===== src/rtl/picoaes_stream_ctrl.sv =====
// rtl/picoaes_stream_ctrl.sv - stream front-end that sequences picoaes register accesses
//
// Purpose: accepts {key, plaintext} blocks on a valid/ready stream, writes them into the
// picoaes register peripheral, strobes CTRL, polls STATUS and reads the ciphertext back,
// then presents it (or a poll-timeout error) on a valid/ready result stream.
//
// Ports:
//   clk, resetn             clock and synchronous active-low reset
//   s_valid/s_ready         input block handshake, s_key/s_pt ([127:96] is word 0)
//   m_valid/m_ready         result handshake, m_ct ([127:96] from CTW0), m_err (poll timeout)
//   busy                    high whenever the sequencer is not idle
//   aes_valid/aes_ready     picoaes bus handshake, aes_wen (1 write), aes_addr, aes_wdata
//   aes_rdata               read data, sampled in the handshake cycle
//
// Option macro: PICOAES_KEY_CACHE_EN keeps the last fully written key and skips the key
// writes when the next block carries the same key.

module picoaes_stream_ctrl #(
  parameter int POLL_MAX = 1024,
  parameter int ADDR_W   = 24
) (
  input  logic              clk,
  input  logic              resetn,
  input  logic              s_valid,
  output logic              s_ready,
  input  logic [127:0]      s_key,
  input  logic [127:0]      s_pt,
  output logic              m_valid,
  input  logic              m_ready,
  output logic [127:0]      m_ct,
  output logic              m_err,
  output logic              busy,
  output logic              aes_valid,
  output logic              aes_wen,
  output logic [ADDR_W-1:0] aes_addr,
  output logic [31:0]       aes_wdata,
  input  logic [31:0]       aes_rdata,
  input  logic              aes_ready
);

  localparam int CNT_W = (POLL_MAX > 1) ? $clog2(POLL_MAX) : 1;
  localparam logic [CNT_W-1:0] POLL_LAST = CNT_W'(POLL_MAX - 1);

  typedef enum logic [2:0] {
    S_IDLE, S_WKEY, S_WPT, S_CTRL, S_POLL, S_RDCT, S_OUT
  } state_t;

  state_t           state, state_d;
  logic [1:0]       idx, idx_d;
  logic [127:0]     key_q, pt_q, ct_q;
  logic             err_q;
  logic [CNT_W-1:0] poll_cnt;
  logic             rdy_q;
  logic [7:0]       addr8;
  logic             accept, key_done, poll_clr, poll_inc, timeout, ct_load, out_done;
  logic             key_hit;

`ifdef PICOAES_KEY_CACHE_EN
  logic [127:0] key_cache;
  logic         key_valid;
  assign key_hit = key_valid && (s_key == key_cache);
`else
  assign key_hit = 1'b0;
`endif

  assign aes_addr = ADDR_W'(addr8);
  assign m_ct     = ct_q;
  assign m_err    = err_q;

  always_ff @(posedge clk) begin
    if (!resetn) begin
      state <= S_IDLE;
      idx   <= 2'd0;
    end else begin
      state <= state_d;
      idx   <= idx_d;
    end
  end

  // Word idx k of a 128-bit block is bits [32k+31:32k], i.e. register word 3-k,
  // so every phase walks the register map downwards from word 3 to word 0.
  always_comb begin
    state_d   = state;
    idx_d     = idx;
    s_ready   = 1'b0;
    m_valid   = 1'b0;
    busy      = (state != S_IDLE);
    aes_valid = 1'b0;
    aes_wen   = 1'b0;
    addr8     = 8'h00;
    aes_wdata = 32'h0;
    accept    = 1'b0;
    key_done  = 1'b0;
    poll_clr  = 1'b0;
    poll_inc  = 1'b0;
    timeout   = 1'b0;
    ct_load   = 1'b0;
    out_done  = 1'b0;
    case (state)
      S_IDLE: begin
        s_ready = rdy_q;
        if (s_valid && rdy_q) begin
          accept  = 1'b1;
          idx_d   = 2'd0;
          state_d = key_hit ? S_WPT : S_WKEY;
        end
      end
      S_WKEY: begin
        aes_valid = 1'b1;
        aes_wen   = 1'b1;
        addr8     = 8'h10 - {4'd0, idx, 2'd0};
        aes_wdata = key_q[{idx, 5'd0} +: 32];
        if (aes_ready) begin
          idx_d = idx + 2'd1;
          if (idx == 2'd3) begin
            state_d  = S_WPT;
            key_done = 1'b1;
          end
        end
      end
      S_WPT: begin
        aes_valid = 1'b1;
        aes_wen   = 1'b1;
        addr8     = 8'h20 - {4'd0, idx, 2'd0};
        aes_wdata = pt_q[{idx, 5'd0} +: 32];
        if (aes_ready) begin
          idx_d = idx + 2'd1;
          if (idx == 2'd3) state_d = S_CTRL;
        end
      end
      S_CTRL: begin
        aes_valid = 1'b1;
        aes_wen   = 1'b1;
        addr8     = 8'h00;
        aes_wdata = idx[1] ? 32'h4 : 32'h6;
        if (aes_ready) begin
          idx_d = idx + 2'd1;
          if (idx == 2'd3) begin
            state_d  = S_POLL;
            poll_clr = 1'b1;
          end
        end
      end
      S_POLL: begin
        aes_valid = 1'b1;
        addr8     = 8'h44;
        if (aes_ready) begin
          if (aes_rdata[0]) begin
            state_d = S_RDCT;
            idx_d   = 2'd0;
          end else if (poll_cnt >= POLL_LAST) begin
            state_d = S_OUT;
            timeout = 1'b1;
          end else begin
            poll_inc = 1'b1;
          end
        end
      end
      S_RDCT: begin
        aes_valid = 1'b1;
        addr8     = 8'h40 - {4'd0, idx, 2'd0};
        if (aes_ready) begin
          ct_load = 1'b1;
          idx_d   = idx + 2'd1;
          if (idx == 2'd3) state_d = S_OUT;
        end
      end
      S_OUT: begin
        m_valid = 1'b1;
        if (m_ready) begin
          state_d  = S_IDLE;
          out_done = 1'b1;
        end
      end
      default: state_d = S_IDLE;
    endcase
  end

  // rdy_q holds s_ready low for the first idle cycle after reset or after a result
  // is taken, so a new block is never accepted in the cycle m_valid falls.
  always_ff @(posedge clk) begin
    if (!resetn) begin
      key_q    <= '0;
      pt_q     <= '0;
      ct_q     <= '0;
      err_q    <= 1'b0;
      poll_cnt <= '0;
      rdy_q    <= 1'b0;
    end else begin
      rdy_q <= (state == S_IDLE);
      if (accept) begin
        key_q <= s_key;
        pt_q  <= s_pt;
        ct_q  <= '0;
        err_q <= 1'b0;
      end
      if (poll_clr)      poll_cnt <= '0;
      else if (poll_inc) poll_cnt <= poll_cnt + CNT_W'(1);
      if (ct_load)  ct_q[{idx, 5'd0} +: 32] <= aes_rdata;
      if (timeout)  err_q <= 1'b1;
      if (out_done) err_q <= 1'b0;
    end
  end

`ifdef PICOAES_KEY_CACHE_EN
  always_ff @(posedge clk) begin
    if (!resetn) begin
      key_cache <= '0;
      key_valid <= 1'b0;
    end else begin
      if (key_done) begin
        key_cache <= key_q;
        key_valid <= 1'b1;
      end
      if (timeout) key_valid <= 1'b0;
    end
  end
`endif

endmodule

===== config.mk =====
export PLATFORM = sky130hd
export DESIGN_NAME = picoaes_stream_ctrl
export DESIGN_NICKNAME = d
export VERILOG_FILES = /design/src/rtl/picoaes_stream_ctrl.sv
export SDC_FILE = /design/constraint.sdc
export NUM_CORES = 1
export LEC_CHECK = 0
export CORE_ASPECT_RATIO = 2
export CORE_UTILIZATION = 47
export CTS_CLUSTER_DIAMETER = 100
export DETAILED_ROUTE_END_ITERATION = 8
export GPL_TIMING_DRIVEN = 0
export PLACE_DENSITY_LB_ADDON = 0.1
export SLEW_MARGIN = 40
export SYNTH_ARGS = -nofsm -noshare
export SYNTH_HDL_FRONTEND = slang
export SYNTH_SLANG_ARGS = --single-unit

===== constraint.sdc =====
create_clock -name clk -period 2.45 [get_ports clk]
set_input_delay 0.49 -clock clk [delete_from_list [all_inputs] [get_ports clk]]
set_output_delay 0.49 -clock clk [all_outputs]
set_load 0.02 [all_outputs]

# Yosys cells after proc, flatten, opt, wreduce, memory -nomap -nowiden
# Cells that the tools add are included.
[totals]
in_bits = 293
register_bits = 401
elab_cells = 102
out_inout_bits = 190
[op_classes]
eq_ne = 21
shift = 4
n_reduce_logical = 12
add_sub_neg = 6
muxes = 49
order_cmp = 1
bitwise = 1
[ops]
columns = ["op", "n"]
rows = [
  ["$mux W128", 3],
  ["$shiftx A128 B8 Y32", 2],
  ["$bwmux W128", 1],
  ["$shift A32 B9 Y128 const A", 1],
  ["$shiftx A32 B9 Y128", 1],
  ["$pmux W32 S3", 1],
  ["$mux W3", 13],
  ["$pmux W8 S4", 1],
  ["$ne A2 B2 Y1 const B", 12],
  ["$mux W1", 23],
  ["$pmux W3 S7", 1],
  ["$reduce_and A12 Y1", 1],
  ["$add A10 B1 Y10 const B", 1],
  ["$ge A10 B10 Y1 const B", 1],
  ["$mux W2", 5],
  ["$eq A3 B3 Y1 const B", 3],
  ["$neg A7 Y9", 1],
  ["$sub A7 B4 Y8 const A", 1],
  ["$sub A6 B4 Y7 const A", 1],
  ["$eq A3 B2 Y1 const B", 2],
  ["$pmux W2 S3", 1],
  ["$reduce_bool A3 Y1", 2],
  ["$sub A5 B4 Y6 const A", 1],
  ["$reduce_and A5 Y1", 1],
  ["13 further kinds", 14],
]

# Logic depth before layout (Yosys ltp)
[depth]
ltp_word = 7
mapped_depth = 9
depth_no_buf = 6

# Least setup slack after synthesis
# OpenSTA, ideal clock, no wires.
[synth_timing]
kind = "register to output"
startpoint = "register idx[0]"
endpoint = "output aes_wdata[2]"
path_stages_with_launch = 5
t_arrival_ns = 2.055
path_buffers = 2
t_required_ns = 1.960
slack_ns = -0.095
cell_sequence = "dfxtp_1 clkbuf_1 clkbuf_1 mux2_2 a2111oi_2"
[synth_via]
elab_chain_cells = 2
word_cells_on_any_way = 3
cone_classes = "shift: 2; mux: 1"
[synth_lines]
columns = ["item", "line_no", "text"]
rows = [
  ["start, declared", "49", "logic [1:0] idx, idx_d;"],
  ["start signal, assigned", "76", "idx <= idx_d;"],
  ["$shiftx A128 B8 Y32 (on tied branches)", "125, 112", ""],
  ["$pmux W32 S3 *", "99", "case (state)"],
  ["end, declared", "36", "output logic [31:0] aes_wdata,"],
]
# Mark *: on every way between the ends. The rest lies on a longest branch, timed or not.

# Final worst setup path
[layout_timing]
startpoint = "register state[1]"
endpoint = "output aes_wdata[11]"
[layout_via]
elab_chain_cells = 2
word_cells_on_any_way = 4
cone_classes = "eq/ne: 3; mux: 1"
[layout_lines]
columns = ["item", "line_no", "text"]
rows = [
  ["start, declared", "48", "state_t state, state_d;"],
  ["start signal, assigned", "75", "state <= state_d;"],
  ["$eq A3 B2 Y1 / $eq A3 B1 Y1 (equally long branches)", "99", ""],
  ["$pmux W32 S3 *", "99", ""],
]
# Marks and branches as above.

==> run_summary.xml <==
<?xml version="1.0" encoding="UTF-8"?>
<metrics>
  <group name="clocking">
    <metric name="clock-sinks" unit="">401</metric>
    <metric name="cts_buffer_depth" unit="">3</metric>
    <metric name="clock_tree.htree_level_count" unit="">2</metric>
    <metric name="cts.reportedPaths.clkPinSlew" unit="ns">0.08</metric>
    <metric name="tritoncts" unit="">yes</metric>
    <metric name="cts_hold_buf" unit="">0</metric>
    <metric name="numCtsBuffers" unit="">36</metric>
    <metric name="root_buffer" unit="">sky130_fd_sc_hd__clkbuf_16</metric>
    <metric name="insertion_delay" unit="ns">0.55</metric>
  </group>
  <group name="place">
    <metric name="gpl.final_weighted_congestion" unit="">0.9416</metric>
    <metric name="dpl_cell_area" unit="µm²">21470</metric>
    <metric name="buffer_ports.inserted" unit="">461</metric>
    <metric name="dp_hpwl" unit="µm">47750</metric>
  </group>
  <group name="synth">
    <metric name="syn-instance-count" unit="">1852</metric>
    <metric name="synth_top_flop_cell" unit="">sky130_fd_sc_hd__dfxtp_1</metric>
    <metric name="yosysUniqueCellTypes" unit="">59</metric>
    <metric name="synth-edff-count" unit="">0</metric>
    <metric name="synth_warnings" unit="">0</metric>
    <metric name="netlist_area" unit="µm²">16220</metric>
    <metric name="synth.ff_latch_count" unit="">401</metric>
    <metric name="synthArstFlopShare" unit="">0</metric>
    <metric name="synth_area_per_cell" unit="µm²">8.760</metric>
    <metric name="synth.yosys.seq_area_share" unit="">0.4948</metric>
  </group>
  <group name="critical_path">
    <metric name="endpoint" unit="">aes_wdata[11]</metric>
    <metric name="worstPathCellList" unit="">or3b_4 -&gt; buf_12 -&gt; buf_12 -&gt; mux4_2 -&gt; a22o_1 -&gt; buf_6</metric>
    <metric name="cp-start-kind" unit="">flip-flop</metric>
    <metric name="path_max_fanout" unit="">6</metric>
    <metric name="r2r-start" unit="">state[0]$_SDFFE_PN0P_</metric>
    <metric name="critical_path.reg2reg.endpoint" unit="">pt_q[69]$_SDFFE_PN0P_</metric>
    <metric name="worst_setup_startpoint" unit="">state[1]$_SDFFE_PN0P_</metric>
    <metric name="data_required_time_of_the_worst_path" unit="ns">1.96</metric>
    <metric name="timing.critical_path.mode_cell" unit="">sky130_fd_sc_hd__buf_12</metric>
    <metric name="critPathSlowestCell" unit="">sky130_fd_sc_hd__or3b_4</metric>
    <metric name="critPathMaxStageDelay" unit="ns">0.45</metric>
    <metric name="reg2reg_setup_slack" unit="ns">0.07</metric>
    <metric name="critical_path.endpoint_type" unit="">output port</metric>
    <metric name="criticalPathCategory" unit="">reg -&gt; out</metric>
    <metric name="reg2regPathDepth" unit="">9</metric>
    <metric name="worstPathArrival" unit="ns">2.45</metric>
  </group>
  <group name="sta">
    <metric name="headroom_to_the_max_slew_limit" unit="">0.3968</metric>
    <metric name="report.final.slew_viol_count" unit="">0</metric>
    <metric name="finalWorstSetupSlack" unit="ns">-0.4940</metric>
    <metric name="post-route-min-period" unit="ns">2.944</metric>
    <metric name="hold_ws" unit="ns">0.4542</metric>
    <metric name="final.setup.tns" unit="ns">-14.72</metric>
    <metric name="timing_worst_slew_pin_value" unit="ns">0.9048</metric>
    <metric name="timing.clock.skew" unit="ns">0.02750</metric>
    <metric name="setup_viol_count_final" unit="">33</metric>
    <metric name="max_freq" unit="MHz">339.7</metric>
    <metric name="final.period_utilization" unit="">1.202</metric>
    <metric name="rsz0062_at_grt" unit="">yes</metric>
    <metric name="hold_violations" unit="">0</metric>
  </group>
  <group name="pwr">
    <metric name="pwr-share-comb" unit="">0.141</metric>
    <metric name="power.internal" unit="µW">10950</metric>
    <metric name="power_density_of_the_placed_cells" unit="nW/µm²">639.1</metric>
    <metric name="power.share.clock" unit="">0.391</metric>
    <metric name="peakVddDrop" unit="mV">0.6104</metric>
    <metric name="reg_power_frac" unit="">0.468</metric>
    <metric name="power.leakage" unit="µW">0.008447</metric>
    <metric name="sw_frac_of_total" unit="">0.2599</metric>
    <metric name="net-switching-power" unit="µW">3846</metric>
  </group>
  <group name="cells_and_area">
    <metric name="fin_util" unit="">0.6858</metric>
    <metric name="nets" unit="">2688</metric>
    <metric name="finish.instance_area" unit="µm²">23150</metric>
    <metric name="fillerInstances" unit="">2867</metric>
    <metric name="mostFrequentLayoutCells" unit="">529 x sky130_fd_sc_hd__nand2_1, 419 x sky130_fd_sc_hd__clkdlybuf4s50_1, 396 x sky130_fd_sc_hd__dfxtp_1</metric>
    <metric name="post_route_cells_drive_above_1_share" unit="">0.1233</metric>
    <metric name="mostFrequentLayoutCell" unit="">sky130_fd_sc_hd__nand2_1</metric>
    <metric name="area.growth.synth_to_final" unit="%">42.70</metric>
  </group>
  <group name="floorplanning">
    <metric name="die_width" unit="µm">133.4</metric>
    <metric name="io_pins" unit="">483</metric>
    <metric name="die_area" unit="µm²">35310</metric>
    <metric name="die_h" unit="µm">264.8</metric>
    <metric name="floorplan.rows" unit="">95</metric>
    <metric name="design.core.area" unit="µm²">33760</metric>
    <metric name="initial_core_utilization" unit="">0.4806</metric>
  </group>
  <group name="route">
    <metric name="routed_via_density" unit="">5.586</metric>
    <metric name="drcViolationCount" unit="">0</metric>
    <metric name="drt_iter0_markers" unit="">1053</metric>
    <metric name="drt_pre_antenna_iters" unit="">5</metric>
    <metric name="wl_per_cell" unit="µm">21.59</metric>
    <metric name="postRouteWirelength" unit="µm">61770</metric>
    <metric name="vias_post_dr" unit="">15981</metric>
    <metric name="postRouteAntennaNets" unit="">0</metric>
  </group>
  <group name="job">
    <metric name="maxCapViolations" unit="">0</metric>
  </group>
  <group name="worst_hold_path">
    <metric name="timing.hold.worst.class" unit="">reg -&gt; reg</metric>
    <metric name="hold_path_stages" unit="">2</metric>
  </group>
  <group name="run_status">
    <metric name="violations_in_the_final_reports" unit="">setup timing</metric>
    <metric name="status" unit="">finished, violations left</metric>
  </group>
  <group name="global_route">
    <metric name="grt_start_max_net_pins" unit="">17</metric>
    <metric name="grt_pass1_vias" unit="">16054</metric>
    <metric name="grt_overflow_total" unit="">0</metric>
    <metric name="grt_first_pass_wirelength" unit="µm">90180</metric>
    <metric name="grt_use_total" unit="">0.3403</metric>
    <metric name="antenna_found_initial" unit="">12</metric>
  </group>
</metrics>
state kept, by name (all words and copies together) (netlist names):
name,cells
idx,2
key_q,128
m_err,1
rdy_q,1
pt_q,128
state,3
m_ct,128
poll_cnt,10
synth_stat cells (4+ instances only):
cell type | instances | area [µm²]
sky130_fd_sc_hd__nand4_1 | 5 | 31.28
sky130_fd_sc_hd__nor2b_1 | 7 | 43.79
sky130_fd_sc_hd__nand3_1 | 7 | 35.03
sky130_fd_sc_hd__a22o_1 | 30 | 262.8
sky130_fd_sc_hd__ha_1 | 7 | 87.58
sky130_fd_sc_hd__o21ai_0 | 7 | 35.03
sky130_fd_sc_hd__nor2_1 | 136 | 510.5
sky130_fd_sc_hd__a21oi_1 | 277 | 1386
sky130_fd_sc_hd__a22oi_1 | 128 | 960.9
sky130_fd_sc_hd__buf_2 | 36 | 180.2
sky130_fd_sc_hd__nand2_1 | 529 | 1986
sky130_fd_sc_hd__mux4_2 | 61 | 1374
sky130_fd_sc_hd__a32oi_1 | 4 | 35.03
sky130_fd_sc_hd__clkbuf_1 | 102 | 382.9
sky130_fd_sc_hd__inv_1 | 8 | 30.03
sky130_fd_sc_hd__or4_1 | 6 | 45.04
sky130_fd_sc_hd__o31ai_1 | 6 | 45.04
sky130_fd_sc_hd__dfxtp_1 | 401 | 8028
sky130_fd_sc_hd__buf_4 | 34 | 255.2
sky130_fd_sc_hd__buf_1 | 4 | 15.01
cells by family after synthesis:
family / after synthesis / share of synthesized area
other: 1 / 0.0002311
buffers and inverters: 185 / 0.05391
multiplexers: 66 / 0.08792
AO/OA/AOI/OAI: 472 / 0.1785
flip-flops: 401 / 0.4948
AND/OR/NAND/NOR: 720 / 0.1792
adder cells (fa/ha/maj): 7 / 0.005398
power by group through the flow:
stage | sequential, µW | combinational (µW) | clock [µW]
3_3_place_gp | 7060 | 1940 | 0
3_5_place_dp | 7070 | 1970 | 0
5_1_grt | 6940 | 2220 | 6060
4_1_cts | 6920 | 2040 | 5830
6_report | 6930 | 2080 | 5790
2_1_floorplan | 7000 | 1000 | 0
critical path, delay by kind of cell, from the launching register on:
family / cells / cell delay, ns
DFF: 1 / 0.37
buffers and inverters: 3 / 0.46
muxes: 1 / 0.31
and+or+nand+nor: 1 / 0.45
AOI/OAI and AO/OA: 1 / 0.29
through the flow:
stage          power [µW]  setup slack (ns)  cells
2_1_floorplan        8006           0.03644   1870
3_3_place_gp         8999            -1.094   2767
3_5_place_dp         9037            -1.104   2767
4_1_cts             14780           -0.5281   2842
5_1_grt             15220           -0.4857   2859
6_report            14800           -0.4940   2861
repair_timing:
action                     4_1_cts  5_1_grt
setup endpoints to repair      384      298
gates resized for setup        274       34
pin swaps                        8       19
buffers inserted                 9        9
gates cloned                     0        3
how the worst min path moves through the flow:
stage                                 start                 endpoint  slack, ns
floorplan             pt_q[65]$_SDFFE_PN0P_    pt_q[65]$_SDFFE_PN0P_       0.43
global placement     pt_q[100]$_SDFFE_PN0P_   pt_q[100]$_SDFFE_PN0P_       0.44
detailed placement    pt_q[65]$_SDFFE_PN0P_    pt_q[65]$_SDFFE_PN0P_       0.44
CTS                  key_q[79]$_SDFFE_PN0P_   key_q[79]$_SDFFE_PN0P_       0.45
global route          pt_q[45]$_SDFFE_PN0P_    pt_q[45]$_SDFFE_PN0P_       0.47
finish              key_q[118]$_SDFFE_PN0P_  key_q[118]$_SDFFE_PN0P_       0.45
metal layers:
metal,global-route usage,vias up,wire [µm]
li1,-,7453,-
met1,0.3150,7511,19240
met2,0.6461,769,33340
met3,0.06808,238,4447
met4,0.2460,10,4685
met5,0,-,69
area by class of cell:
| type | count | area (µm²) | share of cell area |
|---|---|---|---|
| Antenna cell | 9 | 22.52 | 0.0009728 |
| Sequential cell | 401 | 8044 | 0.3474 |
| Inverter | 8 | 36.28 | 0.001567 |
| Multi-Input combinational cell | 1284 | 7516 | 0.3246 |
| Timing Repair Buffer | 482 | 4735 | 0.2045 |
| Clock buffer | 54 | 1060 | 0.04577 |
| Tap cell | 436 | 545.5 | 0.02356 |
| Clock inverter | 12 | 125.1 | 0.005404 |
| Buffer | 175 | 1069 | 0.04615 |
No activity file was read; power rests on OpenSTA's default activity.
==> edit 1, RTL diff (same settings) <==
The 7 states of `state_t` get a one-hot encoding in 7 bits.
--- a/src/rtl/picoaes_stream_ctrl.sv
+++ b/src/rtl/picoaes_stream_ctrl.sv
@@ -41,8 +41,8 @@
   localparam int CNT_W = (POLL_MAX > 1) ? $clog2(POLL_MAX) : 1;
   localparam logic [CNT_W-1:0] POLL_LAST = CNT_W'(POLL_MAX - 1);
 
-  typedef enum logic [2:0] {
-    S_IDLE, S_WKEY, S_WPT, S_CTRL, S_POLL, S_RDCT, S_OUT
+  typedef enum logic [6:0] {
+    S_IDLE = 7'b0000001, S_WKEY = 7'b0000010, S_WPT = 7'b0000100, S_CTRL = 7'b0001000, S_POLL = 7'b0010000, S_RDCT = 7'b0100000, S_OUT = 7'b1000000
   } state_t;
 
   state_t           state, state_d;
Behaviour: same outputs for any inputs over 4 cycles, from zero or initial values and one cycle with resetn low; so few cycles prove little.
==> edit 1 against the original RTL <==
- the run still ends with negative setup slack left
- wire length increased by 6.6%
- setup slack got worse by 0.28 ns
- critical endpoint is now aes_wdata[1]
- area after synthesis about the same
- clock skew decreased by 0.014 ns
- via count increased by 2.4%
- cell count increased by 1.3%
- die area about the same
- sequential cell count increased by 4
- cell area increased by 4.8%
Power is not compared: it rests on default switching activity, and its combinational part moved more than twofold at a synthesized area within 25%.
==> edit 1: results <==
set metrics [dict create \
    multiInputGateArea_sq_mm 0.00790 \
    vias_per_cell 5.65 \
    stdcell_count 2897 \
    yosysUniqueCellTypes 58 \
    setup_violations 93 \
    clk_share 0.0487 \
    synthTopCellsByCount "533 x nand2_1, 405 x dfxtp_1, 266 x a21oi_1, 154 x nor2_1, 133 x clkbuf_1" \
    setup_ws_ns -0.770 \
    buffers 691 \
    grt_first_pass_wirelength_mm 92.9 \
    fill_cells 2773 \
    ys_async_sr_fraction 0 \
    ir_worst_vdd_v 0.000603 \
    critical_path.max_stage_delay_ns 0.49 \
    numSequentialCells 405 \
    setup.worst_path.start "state[5]" \
    synth.top_cells.by_area "dfxtp_1 50%, nand2_1 12%, mux4_2 8.9%" \
    hold_path_class "primary input to flop" \
    drt-pass1-iter-count 7 \
    hold_path_startpoint "resetn" \
    seq_share 0.334 \
    drive_gt1_frac 0.173 \
    status "complete, but fails checks" \
    rrSetupSlack_ns -0.31 \
    place.detailed.hpwl_mm 50.2 \
    dp_cells 2775 \
    layout.nonclk_buf_frac 0.267 \
    clk_pin_slew_worst_paths_ns 0.07 \
    track_usage 0.357 \
    synth_cells 1855 \
    wire_per_inst_um 22.7 \
    clock_skew_ns 0.0132 \
    whs_ns 0.240 \
    violations "negative setup slack" \
    crit_path_top_delay_cell "mux4_2" \
    timing.rr.start "state[3]" \
    place_ws_ns -1.45 \
    final_net_count 2729 \
    crit_end "aes_wdata[1]" \
    place.gp.congestion 0.939 \
    arrival_ns 2.73 \
    ys_seq_area_frac 0.499 \
    min_to "state[0]" \
    diodes 3 \
    r2r_cells 10 \
    inverters 7 \
    multi_input_gates 1288 \
    cp_max_fo 10 \
    tightest_slew_ns 0.843 \
    grt_start_max_net_pins 16 \
    reg2reg_to "poll_cnt[9]" \
    clock_buffers 53 \
    clk_latency_ns 0.54 \
    first_global_vias 16160 \
    drt_iter0_drc 951 \
    antenna_found_initial 4 \
]
-- edit 1: changes by cell type after synthesis, sizes merged, moves of 6 or more --
cell | before | now
buf | 75 | 39
clkbuf | 102 | 134
nor2 | 136 | 155
a21oi | 277 | 266
nor2b | 7 | 0
o31ai | 6 | 0
xnor2 | 0 | 6
-- edit 1: through the flow --
stage / cell area [sq um] / TNS [ns]
after floorplan: 16300 / 0
after CTS: 23400 / -24.58
after global routing: 24300 / -35.01
final: 24300 / -27.92
after detailed placement: 21500 / -314.81
after global placement: 21500 / -316.28
-- edit 1: layer usage --
metal	part of all wire	vias up	global-route usage	wire (um)
li1	-	7478	-	-
met1	0.30	7735	0.323	19600
met2	0.52	867	0.656	34600
met3	0.072	280	0.0593	4760
met4	0.10	0	0.344	6900
met5	0	-	0	0
-- edit 1: cell families (layout without fill, tap and decap cells) --
logic type                 after synthesis  after routing  share of synthesized area
xor gates and xnor gates                11             11                    0.00593
adders and majority gates                7              7                    0.00539
AOI/OAI and AO/OA                      449            449                      0.169
DFF                                    405            405                      0.499
buffers and inverters                  180            760                     0.0489
other                                    1             22                   0.000231
and+or+nand+nor                        734            734                      0.180
muxes                                   68             68                     0.0913
-- edit 1: what timing repair did --
item                       CTS  global route
pin swaps                   32            25
cloned                       3            10
setup buffers               25            24
setup endpoints to repair  425           384
resized for setup          347           222
-- edit 1: where the power goes --
| group | internal, mW | total, mW | switching [mW] |
|---|---|---|---|
| clock | 3.35 | 5.85 | 2.50 |
| sequential | 7.21 | 7.58 | 0.363 |
| combinational | 1.59 | 4.17 | 2.58 |
==> edit 2, RTL diff (same flow settings) <==
Made on the original files. Change the parameter `POLL_MAX` from 1024 to 2048.
--- a/src/rtl/picoaes_stream_ctrl.sv
+++ b/src/rtl/picoaes_stream_ctrl.sv
@@ -16,7 +16,7 @@
 // writes when the next block carries the same key.
 
 module picoaes_stream_ctrl #(
-  parameter int POLL_MAX = 1024,
+  parameter int POLL_MAX = 2048,
   parameter int ADDR_W   = 24
 ) (
   input  logic              clk,
Behaviour: same outputs for any inputs over 4 cycles, from zero or initial values and one cycle with resetn low; that may be too few to reach the edited logic, so the function may still have changed.
==> edit 2 against the original RTL <==
- the flow still finishes with violations (negative setup slack)
- synthesized cell count decreased by 3.2%
- first-iteration DRC count decreased by 5.2%
- sequential cell count increased by 1
- non-clock buffer count decreased by 3
- count of clock-buffer cells in the layout decreased by 4
- cell area about the same
- power increased by 0.98%
- area after synthesis decreased by 1.0%
- wire length decreased by 0.37%
- setup slack got worse by 0.062 ns
- largest cell class unchanged
- largest power group unchanged
==> edit 2: results <==
set metrics [dict create \
    htree_levels 2 \
    yosysUniqueCellTypes 58 \
    place_area_sq_mm 0.0213 \
    whs_ns 0.395 \
    clock_skew_ns 0.0129 \
    min_path_cells 3 \
    place.gp.congestion 0.922 \
    ir_worst_vdd_v 0.000632 \
    drive_gt1_frac 0.136 \
    cts-root-buf "clkbuf_16" \
    hold_path_class "primary input to flop" \
    wl_met3_mm 4.05 \
    setup_ws_ns -0.556 \
    status "complete, but fails checks" \
    wl_met2_mm 32.1 \
    place.detailed.hpwl_mm 47.5 \
    timing.rr.start "idx[0]" \
    violations "negative setup slack" \
    grt_start_max_net_pins 18 \
    placement.io_buffers 462 \
    antenna_found_initial 1 \
    setup_violations 36 \
    wire_per_inst_um 22.0 \
    grt_first_pass_wirelength_mm 91.5 \
    ys_seq_area_frac 0.501 \
    drt_iter0_drc 998 \
    track_usage 0.348 \
    rrSetupSlack_ns 0.05 \
    drt-pass1-iter-count 6 \
    final_net_count 2634 \
    p_leak_nw 8.54 \
    cts-buffers-inserted 37 \
    min_to "idx[1]" \
    hold_path_startpoint "resetn" \
    reg2reg_to "m_ct[73]" \
    arrival_ns 2.52 \
    r2r_cells 13 \
    vias 15665 \
    ys_async_sr_fraction 0 \
    top_layer "met4" \
    synth.top_cells.by_area "dfxtp_1 50%, nand2_1 12%, a21oi_1 8.6%" \
    synthTopCellsByCount "531 x nand2_1, 402 x dfxtp_1, 277 x a21oi_1, 94 x a22o_1, 81 x clkbuf_1" \
]
edit 2: changes by cell type in the layout (fill, tap and decap cells not counted), sizes merged, moves of 4 or more:
cell | before | now
a22oi | 128 | 66
a22o | 30 | 94
buf | 132 | 150
a31oi | 1 | 6
nor2b | 7 | 3
nor2 | 136 | 74
clkbuf | 156 | 131
diode | 9 | 1
edit 2: layer usage:
layer  vias to the layer above  global-route usage
met5                         -                   0
met2                       769               0.635
li1                       7276                   -
met1                      7389               0.329
met4                         0               0.316
met3                       231              0.0562
edit 2: cell families after synthesis:
logic type | after synthesis | synth area share
simple gates | 655 | 0.163
flops | 402 | 0.501
mux | 65 | 0.0874
buf+inv | 180 | 0.0527
other cells | 1 | 0.000234
compound gates | 483 | 0.190
fa+ha+maj | 7 | 0.00545
edit 2: worst max-delay path, delay by kind of cell (launching register included):
kind,cells,cell delay (ns)
buf+inv,3,0.46
compound gates,1,0.30
flops,1,0.36
simple gates,1,0.45
mux,1,0.39
edit 2: layout make-up:
cell class,count,area (sq um)
tap,436,546
inverter,10,45.0
sequential,402,8060
buffer,167,1010
clock inverter,15,199
antenna,1,2.50
timing repair buffer,487,4880
clock buffer,50,1050
multi-input combinational,1229,7360
fill,2817,10500
edit 2: through the flow:
stage	utilization	setup TNS (ns)	std cells	setup WS (ns)
floorplan	-	-0.0733	1811	-0.0733
global placement	0.634	-134.72	2709	-1.22
detailed placement	0.634	-148.93	2709	-1.26
CTS	0.682	-15.43	2791	-0.544
global route	0.688	-17.22	2797	-0.566
finish	0.688	-15.40	2797	-0.556
edit 2: worst max-delay path by stage:
stage | endpoint | slack [ns] | cells after the start | start
floorplan | aes_addr[4] | -0.07 | 7 | idx[0]
global placement | aes_addr[4] | -1.22 | 8 | idx[0]
detailed placement | aes_addr[4] | -1.26 | 8 | idx[0]
CTS | aes_wdata[22] | -0.54 | 6 | state[0]
global route | aes_wdata[6] | -0.57 | 6 | state[2]
finish | aes_wdata[7] | -0.56 | 6 | state[2]
edit 2: repair_timing:
item                       CTS  global route
setup buffers               14             6
resized for setup          289            71
setup endpoints to repair  180           301
pin swaps                   24            12
cloned                       4             1
edit 2: power by group:
group	internal [mW]	switching [mW]	leakage, nW
Sequential	6.77	0.139	3.26
Clock	3.45	2.58	0.606
Combinational	0.908	1.09	4.67
